File: src/rtl/servo_pkg.sv
// Shared types and helpers for the servo slew controller.
package servo_pkg;

   typedef struct packed {
      logic [15:0] width_us;
      logic [7:0]  step_us;
   } servo_cmd_t;

   typedef enum logic {S_IDLE, S_MOVE} servo_slew_state_t;

   function automatic logic [15:0] clamp_us(
      input logic [15:0] w,
      input logic [15:0] lo,
      input logic [15:0] hi
   );
      if (w < lo) return lo;
      if (w > hi) return hi;
      return w;
   endfunction

endpackage

File: src/rtl/servo_slew_ctrl_if.sv
// Command valid/ready bundle between the command source and the slew stage.
interface servo_slew_ctrl_if;

   logic        cmd_valid;
   logic        cmd_ready;
   logic [15:0] cmd_width_us;
   logic [7:0]  cmd_step_us;

   modport master (
      output cmd_valid,
      output cmd_width_us,
      output cmd_step_us,
      input  cmd_ready
   );

   modport slave (
      input  cmd_valid,
      input  cmd_width_us,
      input  cmd_step_us,
      output cmd_ready
   );

endinterface

File: src/rtl/servo_cmd_fifo.sv
// Synchronous command FIFO; a push is accepted when full if a pop frees a slot.
module servo_cmd_fifo
   import servo_pkg::*;
#(
   parameter int DEPTH = 4
) (
   input  logic       clk,
   input  logic       rst,
   input  logic       push,
   input  servo_cmd_t din,
   input  logic       pop,
   output servo_cmd_t dout,
   output logic       full,
   output logic       empty
);

   localparam int AW = (DEPTH > 1) ? $clog2(DEPTH) : 1;

   servo_cmd_t       mem_q [DEPTH];
   logic [AW:0]      wr_q, wr_d;
   logic [AW:0]      rd_q, rd_d;
   logic             do_push, do_pop;

   assign empty = (wr_q == rd_q);
   assign full  = (wr_q[AW] != rd_q[AW]) &&
                  (wr_q[AW-1:0] == rd_q[AW-1:0]);
   assign dout  = mem_q[rd_q[AW-1:0]];

   always_comb begin
      do_pop  = pop && !empty;
      do_push = push && (!full || do_pop);
      wr_d    = do_push ? wr_q + 1'b1 : wr_q;
      rd_d    = do_pop  ? rd_q + 1'b1 : rd_q;
   end

   always_ff @(posedge clk) begin
      if (rst) begin
         wr_q <= '0;
         rd_q <= '0;
      end else begin
         wr_q <= wr_d;
         rd_q <= rd_d;
      end
   end

   always_ff @(posedge clk) begin
      if (do_push) mem_q[wr_q[AW-1:0]] <= din;
   end

endmodule

File: src/rtl/servo_slew_ctrl.sv
// Slew-limited servo width stage with its own PWM frame timebase.
// Optional command FIFO enabled by defining SERVO_CMD_QUEUE_EN.
module servo_slew_ctrl
   import servo_pkg::*;
#(
   parameter int CLK_HZ          = 50_000_000,
   parameter int FRAME_US        = 20_000,
   parameter int MIN_US          = 1_000,
   parameter int MAX_US          = 2_000,
   parameter int HOME_US         = 1_500,
   parameter int DEFAULT_STEP_US = 10
`ifdef SERVO_CMD_QUEUE_EN
   ,
   parameter int QUEUE_DEPTH     = 4
`endif
) (
   input  logic              clk,
   input  logic              rst,
   servo_slew_ctrl_if.slave  cmd,
   output logic [15:0]       width_us,
   output logic              frame_tick,
   output logic              busy,
   output logic              at_target
);

   localparam int TICKS_PER_US = CLK_HZ / 1_000_000;
   localparam int FRAME_TICKS  = FRAME_US * TICKS_PER_US;
   localparam int CW = (FRAME_TICKS > 1) ? $clog2(FRAME_TICKS) : 1;

   logic [CW-1:0]      ctr_q, ctr_d;
   servo_slew_state_t  state_q, state_d;
   logic [15:0]        width_q, width_d;
   logic [15:0]        tgt_q, tgt_d;
   logic [7:0]         step_q, step_d;
   logic               busy_q, busy_d;
   logic               at_q, at_d;

   servo_cmd_t         in_cmd;
   logic               take;
   logic               q_busy;
   logic [15:0]        tgt_new;
   logic [7:0]         step_new;
   logic signed [16:0] diff;
   logic [16:0]        mag;

`ifdef SERVO_CMD_QUEUE_EN
   logic       q_full, q_empty, q_push;
   servo_cmd_t q_din, q_dout;

   assign q_din.width_us = cmd.cmd_width_us;
   assign q_din.step_us  = cmd.cmd_step_us;
   assign cmd.cmd_ready  = !q_full && !rst;
   assign q_push         = cmd.cmd_valid && cmd.cmd_ready;
   // Popping only from a registered IDLE keeps arrival and pop in separate cycles.
   assign take           = (state_q == S_IDLE) && !q_empty;
   assign in_cmd         = q_dout;
   assign q_busy         = !q_empty;

   servo_cmd_fifo #(
      .DEPTH (QUEUE_DEPTH)
   ) u_fifo (
      .clk   (clk),
      .rst   (rst),
      .push  (q_push),
      .din   (q_din),
      .pop   (take),
      .dout  (q_dout),
      .full  (q_full),
      .empty (q_empty)
   );
`else
   assign cmd.cmd_ready   = (state_q == S_IDLE) && !rst;
   assign take            = cmd.cmd_valid && cmd.cmd_ready;
   assign in_cmd.width_us = cmd.cmd_width_us;
   assign in_cmd.step_us  = cmd.cmd_step_us;
   assign q_busy          = 1'b0;
`endif

   assign frame_tick = (ctr_q == CW'(FRAME_TICKS - 1));
   assign width_us   = width_q;
   assign busy       = busy_q || q_busy;
   assign at_target  = at_q;

   assign tgt_new  = clamp_us(in_cmd.width_us, 16'(MIN_US), 16'(MAX_US));
   assign step_new = (in_cmd.step_us == 8'd0) ? 8'(DEFAULT_STEP_US)
                                               : in_cmd.step_us;
   assign diff     = $signed({1'b0, tgt_q}) - $signed({1'b0, width_q});
   assign mag      = diff[16] ? 17'(-diff) : 17'(diff);

   always_comb begin
      ctr_d   = frame_tick ? '0 : ctr_q + 1'b1;
      state_d = state_q;
      width_d = width_q;
      tgt_d   = tgt_q;
      step_d  = step_q;
      unique case (state_q)
         S_IDLE: begin
            if (take) begin
               tgt_d  = tgt_new;
               step_d = step_new;
               if (tgt_new != width_q) state_d = S_MOVE;
            end
         end
         S_MOVE: begin
            if (frame_tick) begin
               if (mag <= {9'd0, step_q}) begin
                  width_d = tgt_q;
                  state_d = S_IDLE;
               end else if (diff[16]) begin
                  width_d = width_q - {8'd0, step_q};
               end else begin
                  width_d = width_q + {8'd0, step_q};
               end
            end
         end
         default: state_d = S_IDLE;
      endcase
      busy_d = (state_d == S_MOVE);
      at_d   = (state_d == S_IDLE) && (width_d == tgt_d);
   end

   always_ff @(posedge clk) begin
      if (rst) begin
         ctr_q   <= '0;
         state_q <= S_IDLE;
         width_q <= 16'(HOME_US);
         tgt_q   <= 16'(HOME_US);
         step_q  <= 8'(DEFAULT_STEP_US);
         busy_q  <= 1'b0;
         at_q    <= 1'b1;
      end else begin
         ctr_q   <= ctr_d;
         state_q <= state_d;
         width_q <= width_d;
         tgt_q   <= tgt_d;
         step_q  <= step_d;
         busy_q  <= busy_d;
         at_q    <= at_d;
      end
   end

endmodule

File: src/flat_wrapper.sv
// flat-port wrapper written by rule: the top's interface ports become plain ports
module servo_slew_ctrl_flat import servo_pkg::*;
#(
   parameter int CLK_HZ          = 50_000_000,
   parameter int FRAME_US        = 20_000,
   parameter int MIN_US          = 1_000,
   parameter int MAX_US          = 2_000,
   parameter int HOME_US         = 1_500,
   parameter int DEFAULT_STEP_US = 10

)
  (clk, rst, width_us, frame_tick, busy, at_target, cmd_cmd_valid, cmd_cmd_width_us, cmd_cmd_step_us, cmd_cmd_ready);
  servo_slew_ctrl_if cmd_i ();
  input  logic clk;
  input  logic rst;
  output logic [15:0] width_us;
  output logic frame_tick;
  output logic busy;
  output logic at_target;
  input wire logic [$bits(cmd_i.cmd_valid)-1:0] cmd_cmd_valid;
  input wire logic [$bits(cmd_i.cmd_width_us)-1:0] cmd_cmd_width_us;
  input wire logic [$bits(cmd_i.cmd_step_us)-1:0] cmd_cmd_step_us;
  output wire logic [$bits(cmd_i.cmd_ready)-1:0] cmd_cmd_ready;
  assign cmd_i.cmd_valid = cmd_cmd_valid;
  assign cmd_i.cmd_width_us = cmd_cmd_width_us;
  assign cmd_i.cmd_step_us = cmd_cmd_step_us;
  assign cmd_cmd_ready = cmd_i.cmd_ready;
  servo_slew_ctrl #(.CLK_HZ(CLK_HZ), .FRAME_US(FRAME_US), .MIN_US(MIN_US), .MAX_US(MAX_US), .HOME_US(HOME_US), .DEFAULT_STEP_US(DEFAULT_STEP_US)) u_core (.clk(clk), .rst(rst), .cmd(cmd_i), .width_us(width_us), .frame_tick(frame_tick), .busy(busy), .at_target(at_target));
endmodule
File: config.mk
export PLATFORM = sky130hd
export DESIGN_NAME = servo_slew_ctrl_flat
export DESIGN_NICKNAME = d
export VERILOG_FILES = /design/src/rtl/servo_pkg.sv /design/src/rtl/servo_slew_ctrl_if.sv /design/src/rtl/servo_cmd_fifo.sv /design/src/rtl/servo_slew_ctrl.sv /design/src/flat_wrapper.sv
export SDC_FILE = /design/constraint.sdc
export NUM_CORES = 1
export LEC_CHECK = 0
export CELL_PAD_IN_SITES_DETAIL_PLACEMENT = 2
export CELL_PAD_IN_SITES_GLOBAL_PLACEMENT = 2
export CORE_MARGIN = 1.5
export CORE_UTILIZATION = 35
export DETAILED_ROUTE_END_ITERATION = 6
export HOLD_SLACK_MARGIN = 0.1
export PLACE_DENSITY_LB_ADDON = 0.1
export SLEW_MARGIN = 20
export SYNTH_ARGS = -nofsm -noshare
export SYNTH_HDL_FRONTEND = slang
export SYNTH_HIERARCHICAL = 1
export SYNTH_SLANG_ARGS = --single-unit
export TNS_END_PERCENT = 5
File: constraint.sdc
create_clock -name clk -period 5.8 [get_ports clk]
set_input_delay 1.45 -clock clk [delete_from_list [all_inputs] [get_ports clk]]
set_output_delay 1.45 -clock clk [all_outputs]
set_load 0.01 [all_outputs]
* Word level (Yosys, flattened, before mapping) *
Cells that the tools add are included.

storage, ports and cells
  input port bits = 27
  output and inout bits = 20
  logic and storage cells = 46
  register bits = 62

operators by class
  muxes and demuxes = 20
  $lt $le $gt $ge = 3
  equal/unequal tests = 3
  bitwise logic cells = 2
  $add $sub $neg = 5
  reductions and logical operators = 7

operators with widths
  cell                                                              count
  two-way mux 16 bit                                                10
  adder 20 x 1 -> 20 bit (second input constant)                    1
  == test 20 bit (second input constant)                            1
  less-or-equal comparator 17 x 8 -> 1 bit                          1
  two-way mux 17 bit                                                1
  negation 17 bit                                                   1
  subtractor 16 x 16 -> 17 bit                                      1
  adder 16 x 8 -> 16 bit                                            1
  == test 16 bit                                                    1
  greater-than comparator 16 x 11 -> 1 bit (second input constant)  1
  < comparator 16 x 10 -> 1 bit (second input constant)             1
  inequality test 16 bit                                            1
  subtractor 16 x 8 -> 16 bit                                       1
  logical NOT 8 bit                                                 1
  two-way mux 8 bit                                                 1
  two-way mux 1 bit                                                 7
  logical AND 1 bit                                                 3
  inverter 1 bit                                                    2
  case mux 1 bit (2 select lines)                                   1
  AND reduction 2 bit                                               1
  OR reduction 2 bit                                                1
  logical NOT 1 bit                                                 1

* Logic depth before layout (Yosys ltp) *
Gate-level depths: netlist (run 1).

  depth in word-level cells = 11
  gate-level depth with buffers = 26

* Worst setup path after synthesis (run 1) *
Ideal clock, no wire load.

  path type = register to register
  start = reg u_core.width_q[9], in the netlist u_core/width_us[9]
  end = reg u_core.at_q, in the netlist u_core/at_target
  path slack = 0.644 ns
  setup time = 0.116 ns
  cell stages (with the launch flop) = 24
  path buffers = 2
  data required time = 5.684 ns
  arrival = 5.040 ns
  cell sequence = dfxtp_1 inv_1 ha_1 a21oi_1 o21ai_1 or4_1 o22ai_1 buf_2 o21ai_0 xnor2_1 ha_1 a21o_1 a21oi_1 nor2b_1 o21ai_0 a21oi_1 a2111oi_0 a21oi_1 a2111oi_4 nand3_2 buf_2 mux2i_1 a221o_1 a41o_1

between the ends
  word-level cells in the longest chain between the ends = 9
  elaborated cells on any way between the ends = 19

RTL lines
  item                                                                          line                    RTL
  start: declaration                                                            servo_slew_ctrl.sv:32   logic [15:0] width_q, width_d;
  start signal: assignment                                                      servo_slew_ctrl.sv:126  width_q <= 16'(HOME_US);
  start signal: assignment                                                      servo_slew_ctrl.sv:134  width_q <= width_d;
  subtractor 16 x 16 -> 17 bit                                                  servo_slew_ctrl.sv:87   assign diff = $signed({1'b0, tgt_q}) - $signed({1'b0, width_q});
  negation 17 bit                                                               servo_slew_ctrl.sv:88   assign mag = diff[16] ? 17'(-diff) : 17'(diff);
  two-way mux 17 bit                                                            servo_slew_ctrl.sv:88
  less-or-equal comparator 17 x 8 -> 1 bit                                      servo_slew_ctrl.sv:106  if (mag <= {9'd0, step_q}) begin
  two-way mux 16 bit / two-way mux 1 bit (equally long branches)                servo_slew_ctrl.sv:106
  two-way mux 16 bit / two-way mux 1 bit (equally long branches)                servo_slew_ctrl.sv:105  if (frame_tick) begin
  two-way mux 16 bit / case mux 1 bit (2 select lines) (equally long branches)  servo_slew_ctrl.sv:96   unique case (state_q)
  == test 16 bit / inverter 1 bit (equally long branches)                       servo_slew_ctrl.sv:119  at_d = (state_d == S_IDLE) && (width_d == tgt_d);
  logical AND 1 bit *                                                           servo_slew_ctrl.sv:119
  end signal: assignment                                                        servo_slew_ctrl.sv:138  at_q <= at_d;
  end: declaration                                                              servo_slew_ctrl.sv:36   logic at_q, at_d;

Every way passes the cells marked *; elsewhere a longest branch is shown, timed or not.
A chain may end at the register's enable or synchronous reset.

* Final worst setup path (run 1) *
  start = reg u_core.width_q[11], in the netlist u_core/width_us[11]
  end = reg u_core.at_q, in the netlist u_core/at_target

The elaborated chain is that of the path after synthesis.

==> flow_metrics.env, run 1 <==
export IMPL_status="finished, final reports clean"
export IMPL_wire_per_inst_um=22.1
export IMPL_synth_edf_count=0
export IMPL_layout_nets=875
export IMPL_final_util_pct=43.4
export IMPL_setup_viol=0
export IMPL_ys_seq_area_share_pct=21.8
export IMPL_start_util_pct=35.8
export IMPL_totalWireLength_um=22600
export IMPL_numCtsBuffers=9
export IMPL_met3_usage_pct=4.76
export IMPL_track_usage_pct=26.7
export IMPL_p_per_area_nw_per_um2=254
export IMPL_hold_viol_final=0
export IMPL_grt_util_met1_pct=33.5
export IMPL_grt_pass1_wl_um=34600
export IMPL_core_um2=15900
export IMPL_numClockSinks=62
export IMPL_critical_path_arrival_ns=5.87
export IMPL_grt_antenna_before_repair=0
export IMPL_maxSlewHeadroom_pct=29.9
export IMPL_crit_family="compound AO/OA/AOI/OAI gates"
export IMPL_worst_path_most_repeated_cell="a21oi_1"
export IMPL_routed_via_density=5.84
export IMPL_avgSynthCellArea_um2=7.60
export IMPL_synth_top_area_share_pct=21.8
export IMPL_cp_slowest_cell="or4_1"
export IMPL_dp_cells=1002
export IMPL_path_class="register to register"
export IMPL_cts_max_path_buffers=2
export IMPL_yosys_top_cells_area="dfxtp_1, ha_1, nor2_1"
export IMPL_async_flop_share_pct=0
export IMPL_fin_crit_sh_pct=97.2
export IMPL_cp_max_fo=7
export IMPL_hold_ws_ns=0.471
export IMPL_drt_iter0_drc=255
export IMPL_io_buffers=46
export IMPL_synth_seq_cells=62
export IMPL_grt_busiest_layer="met2"
export IMPL_dieArea_um2=17000
export IMPL_final_cell_mix="nor2_1, nand2_1, dfxtp_1, a21oi_1, clkdlybuf4s50_1"
export IMPL_crit_chain="inv_1 > ha_2 > a21oi_1 > o21ai_2 > or4_1 > o22ai_1 > o21ai_0 > xnor2_1 > ha_1 > a21o_1 > a21oi_1 > nor2b_1 > o21ai_0 > a21oi_1 > a2111oi_1 > a21oi_1 > a2111oi_4 > buf_4 > a31oi_1 > a2111oi_1 > a31o_1 > nor4_4 > a41o_1"
export IMPL_grtUsageMet2_pct=46.7
export IMPL_syn_area_um2=5690
export IMPL_antenna_left=0
export IMPL_htreeDepth=3
export IMPL_dr_pass1_iters=4
export IMPL_die_h_um=131
export IMPL_tritoncts="done"
export IMPL_final_common_cell="nor2_1"
export IMPL_stdcell_count=1024
export IMPL_synth_cell_types=80
export IMPL_grt_overflow=0
export IMPL_dpl_hpwl_um=17200
export IMPL_yosys_warnings=6
export IMPL_rows=46
export IMPL_cts_root_buf="clkbuf_16"
export IMPL_synth_largest_area_cell="dfxtp_1"
export IMPL_clock_fmax_ghz=0.177
export IMPL_final_layout_size_suffix_gt1_share_pct=9.78
export IMPL_finalWorstSetupSlack_ns=0.160
export IMPL_drc=0
export IMPL_worst_setup_path_end_kind="register"
export IMPL_power_mw=1.75
export IMPL_vias=5985
export IMPL_cp_start_kind="register"
export IMPL_path_clk_slew_ns=0.06
export IMPL_ir_drop_uv=146
export IMPL_ios=47
export IMPL_synthFlopType="dfxtp_1"
export IMPL_skew_ns=0.00900
export IMPL_globalplace_congestion=0.829
export IMPL_syn_nets=821
export IMPL_power_leakage_nw=2.81
export IMPL_dp_slack_ns=-0.307
export IMPL_drv_cap=0
export IMPL_fin_crit_ns=5.64
export IMPL_slew_violations=0
export IMPL_synthCells=749
export IMPL_max_stage_delay_ns=0.53
export IMPL_area_growth_pct=21.1
export IMPL_first_global_vias=6391
export IMPL_diodes=0
export IMPL_required_ns=6.03
export IMPL_crit_buf_inv=2
export IMPL_grt_max_degree=30
export IMPL_worst_pin_slew_ns=1.04
export IMPL_clkLatencyLatePin_ns=0.34
export IMPL_die_width_um=131
export IMPL_hold_class="register to register"
metal layers:
layer | vias up | share of wire (%)
met5 | - | 0
met4 | 0 | 1.4
met3 | 24 | 3.5
met2 | 116 | 50
met1 | 3029 | 46
li1 | 2816 | -
layout make-up:
type,instances,area [µm²]
fill,1835,8990
multi-input combinational,617,4240
sequential,62,1240
timing repair buffer,73,663
tap,216,270
clock buffer,9,225
inverter,40,150
clock inverter,7,104
cell usage after synthesis (12+ instances only):
cell type	instances
xnor2_1	38
nand4_1	13
o21ai_0	41
clkbuf_1	16
ha_1	43
nand2_1	67
dfxtp_1	62
o211ai_1	12
mux2i_1	16
inv_1	40
nor3_1	20
a21oi_1	49
and3_1	12
xor2_1	30
nor2_1	97
nand3_1	22
flip-flops by register name, indices dropped and copies added, names as in the netlist:
| register | flops |
|---|---|
| u_core/at_target | 1 |
| u_core/width_us | 16 |
| u_core/busy | 1 |
| u_core/tgt_q | 16 |
| u_core/ctr_q | 20 |
| u_core/step_q | 8 |
logic make-up (layout without fill, tap and decap cells):
kind of cell / count (synthesis) / count (layout) / synth area share (%)
buffers and inverters: 70 / 129 / 5.36
xor gates and xnor gates: 68 / 68 / 10.5
and+or+nand+nor: 292 / 292 / 24.9
AOI/OAI and AO/OA: 195 / 195 / 24.3
DFF: 62 / 62 / 21.8
muxes: 17 / 17 / 3.01
adders and majority gates: 45 / 45 / 10.2
through the flow:
step,TNS [ns],instance area [µm²]
after floorplan,0,5690
after global placement,-0.126,6430
after detailed placement,-0.307,6430
after CTS,0,6780
after global routing,-0.0786,6890
final,0,6890
timing repair:
item	4_1_cts	5_1_grt
hold buffers	0	0
resized for setup	5	19
setup endpoints to repair	1	5
buffers inserted	0	6
pin swaps	0	5
endpoints found under the hold margin	0	0
gates cloned	0	0
path summary, 6_finish.rpt:
| check | start | cells after the start | to | slack [ns] |
|---|---|---|---|---|
| setup / recovery | u_core/width_us[11] | 23 | u_core/at_target | 0.16 |
| setup reg to reg | u_core/width_us[11] | 23 | u_core/at_target | 0.16 |
| hold reg to reg | u_core/ctr_q[0] | 1 | u_core/ctr_q[0] | 0.47 |
| hold / removal | u_core/ctr_q[0] | 1 | u_core/ctr_q[0] | 0.47 |
power breakdown:
group | internal (mW) | leakage (nW) | switching [mW] | total, mW
combinational | 0.269 | 2.15 | 0.420 | 0.688
clock | 0.383 | 0.161 | 0.237 | 0.619
sequential | 0.436 | 0.503 | 0.00978 | 0.446
No activity file was read; power rests on OpenSTA's default activity.
==> inputs of run 2 (changes only) <==
--- a/config.mk
+++ b/config.mk
@@ -7,7 +7,7 @@
 export LEC_CHECK = 0
 export CELL_PAD_IN_SITES_DETAIL_PLACEMENT = 2
 export CELL_PAD_IN_SITES_GLOBAL_PLACEMENT = 2
-export CORE_MARGIN = 1.5
+export CORE_MARGIN = 4
 export CORE_UTILIZATION = 35
 export DETAILED_ROUTE_END_ITERATION = 6
 export HOLD_SLACK_MARGIN = 0.1
==> flow_metrics.env, run 2 (synthesis results as in run 1) <==
export IMPL_maxSlewHeadroom_pct=36.5
export IMPL_grt_max_degree=30
export IMPL_diodes=0
export IMPL_cp_max_fo=12
export IMPL_fillers=1871
export IMPL_layout_nets=873
export IMPL_dpl_hpwl_um=17400
export IMPL_dieArea_um2=18400
export IMPL_path_clk_slew_ns=0.06
export IMPL_required_ns=6.09
export IMPL_routed_via_density=5.82
export IMPL_skew_ns=0.00969
export IMPL_slew_violations=0
export IMPL_final_common_cell="nor2_1"
export IMPL_clock_fmax_ghz=0.182
export IMPL_htreeDepth=3
export IMPL_p_comb_share_pct=39.4
export IMPL_worst_pin_slew_ns=0.940
export IMPL_dr_pass1_iters=4
export IMPL_swShare_pct=37.6
export IMPL_power_frac_seq_pct=25.7
export IMPL_tritoncts="done"
export IMPL_hold_class="register to register"
export IMPL_multi_input_area_um2=4250
export IMPL_p_switching_uw=654
export IMPL_numClockSinks=62
export IMPL_power_leakage_nw=2.80
export IMPL_final_util_pct=43.4
export IMPL_critical_path_arrival_ns=5.78
export IMPL_hold_buffers=0
export IMPL_cts_root_buf="clkbuf_16"
export IMPL_antenna_left=0
export IMPL_numCtsBuffers=9
export IMPL_grt_pass1_wl_um=35900
export IMPL_area_growth_pct=21.0
export IMPL_vias=5947
export IMPL_drc=0
export IMPL_ir_drop_uv=140
export IMPL_final_cell_mix="nor2_1, nand2_1, dfxtp_1, a21oi_1, clkdlybuf4s50_1"
export IMPL_status="finished, final reports clean"
export IMPL_clkPwrFrac_pct=34.9
export IMPL_drv_cap=0
export IMPL_grt_overflow=0
export IMPL_die_width_um=136
export IMPL_hold_viol_final=0
export IMPL_rows=46
export IMPL_first_global_vias=6577
export IMPL_clkLatencyLatePin_ns=0.35
export IMPL_power_mw=1.74
export IMPL_p_per_area_nw_per_um2=252
export IMPL_globalplace_congestion=0.863
export IMPL_cts_max_path_buffers=2
export IMPL_fin_crit_ns=5.50
export IMPL_largest_register_ff_count=20
export IMPL_grt_antenna_before_repair=0
export IMPL_rsz0062_at_grt="no"
export IMPL_core_um2=15900
export IMPL_fin_crit_sh_pct=94.8
export IMPL_start_util_pct=35.8
export IMPL_die_h_um=136
export IMPL_track_usage_pct=24.9
export IMPL_totalWireLength_um=22200
export IMPL_seqCellArea_um2=1240
export IMPL_path_class="register to register"
export IMPL_io_buffers=46
export IMPL_setup_viol=0
export IMPL_cp_start_kind="register"
export IMPL_ios=47
export IMPL_drt_iter0_drc=234
export IMPL_top_register="u_core/ctr_q"
export IMPL_wire_per_inst_um=21.7
export IMPL_internal_power_mw=1.08
export IMPL_final_layout_size_suffix_gt1_share_pct=9.93
export IMPL_finalSetupTns_ns=0
export IMPL_worst_setup_path_end_kind="register"
-- run 2: cell types whose count changed in the layout (fill, tap and decap cells not counted), sizes merged --
cell / change
buf: -2
clkbuf: +1
clkinv: -1
clkinvlp: +1
inv: -1
-- run 2: power by group through the flow --
stage          Sequential (mW)  Clock, mW  Combinational, mW
2_1_floorplan            0.452          0              0.455
3_3_place_gp             0.455          0              0.609
3_5_place_dp             0.455          0              0.645
4_1_cts                  0.446      0.625              0.657
5_1_grt                  0.447      0.636              0.752
6_report                 0.446      0.607              0.685
-- run 2: worst max-delay path, stage by stage, from the launching register on --
cell,delay (ns)
dfxtp_1,0.35
inv_1,0.05
ha_1,0.23
fa_1,0.42
nand2b_2,0.23
a211oi_4,0.24
o21a_2,0.24
o22ai_1,0.11
buf_4,0.20
nor2_1,0.17
xnor2_2,0.17
ha_1,0.32
nor2b_1,0.16
o21ai_0,0.27
a21boi_0,0.20
o21ai_1,0.24
a21oi_2,0.13
a31oi_1,0.27
xnor2_1,0.14
a2bb2oi_1,0.26
nand4_1,0.18
mux2i_1,0.19
a21boi_1,0.12
nor4_4,0.35
a41o_1,0.21
-- run 2: per-layer routing --
layer	global-route usage, %	vias to the layer above	part of all wire (%)
met4	6.61	0	2.1
met5	0	-	0
li1	-	2814	-
met1	31.8	3011	46
met2	43.3	97	49
met3	4.72	25	3.5
-- run 2: cell type report --
class / count / share of cell area [%]
clock buffers: 10 / 3.32
multi-input cells: 617 / 61.7
clock inverters: 6 / 1.36
repair buffers: 71 / 9.41
flip-flops and latches: 62 / 18.1
inverters: 40 / 2.18
well taps: 216 / 3.92
-- run 2: worst paths after layout --
path / to / from / slack, ns / depth (start not counted)
setup / recovery: u_core/at_target / u_core/tgt_q[0] / 0.30 / 24
hold / removal: u_core/ctr_q[0] / u_core/ctr_q[0] / 0.47 / 1
setup reg to reg: u_core/at_target / u_core/tgt_q[0] / 0.30 / 24
hold reg to reg: u_core/ctr_q[0] / u_core/ctr_q[0] / 0.47 / 1
-- run 2: what timing repair did --
item / 4_1_cts / 5_1_grt
pin swaps: 0 / 4
cloned: 0 / 0
setup endpoints to repair: 1 / 10
buffers inserted: 0 / 4
gates resized for setup: 5 / 25
-- run 2: per-stage QoR --
step | hold WS, ns | cells | cell area, µm² | setup WS [ns]
2_1_floorplan | 0.430 | 749 | 5690 | 0.644
3_5_place_dp | 0.461 | 1002 | 6430 | -0.399
5_1_grt | 0.493 | 1022 | 6890 | 0.00912
4_1_cts | 0.477 | 1018 | 6770 | 0.0425
3_3_place_gp | 0.448 | 1002 | 6430 | -0.0890
6_report | 0.470 | 1022 | 6890 | 0.304
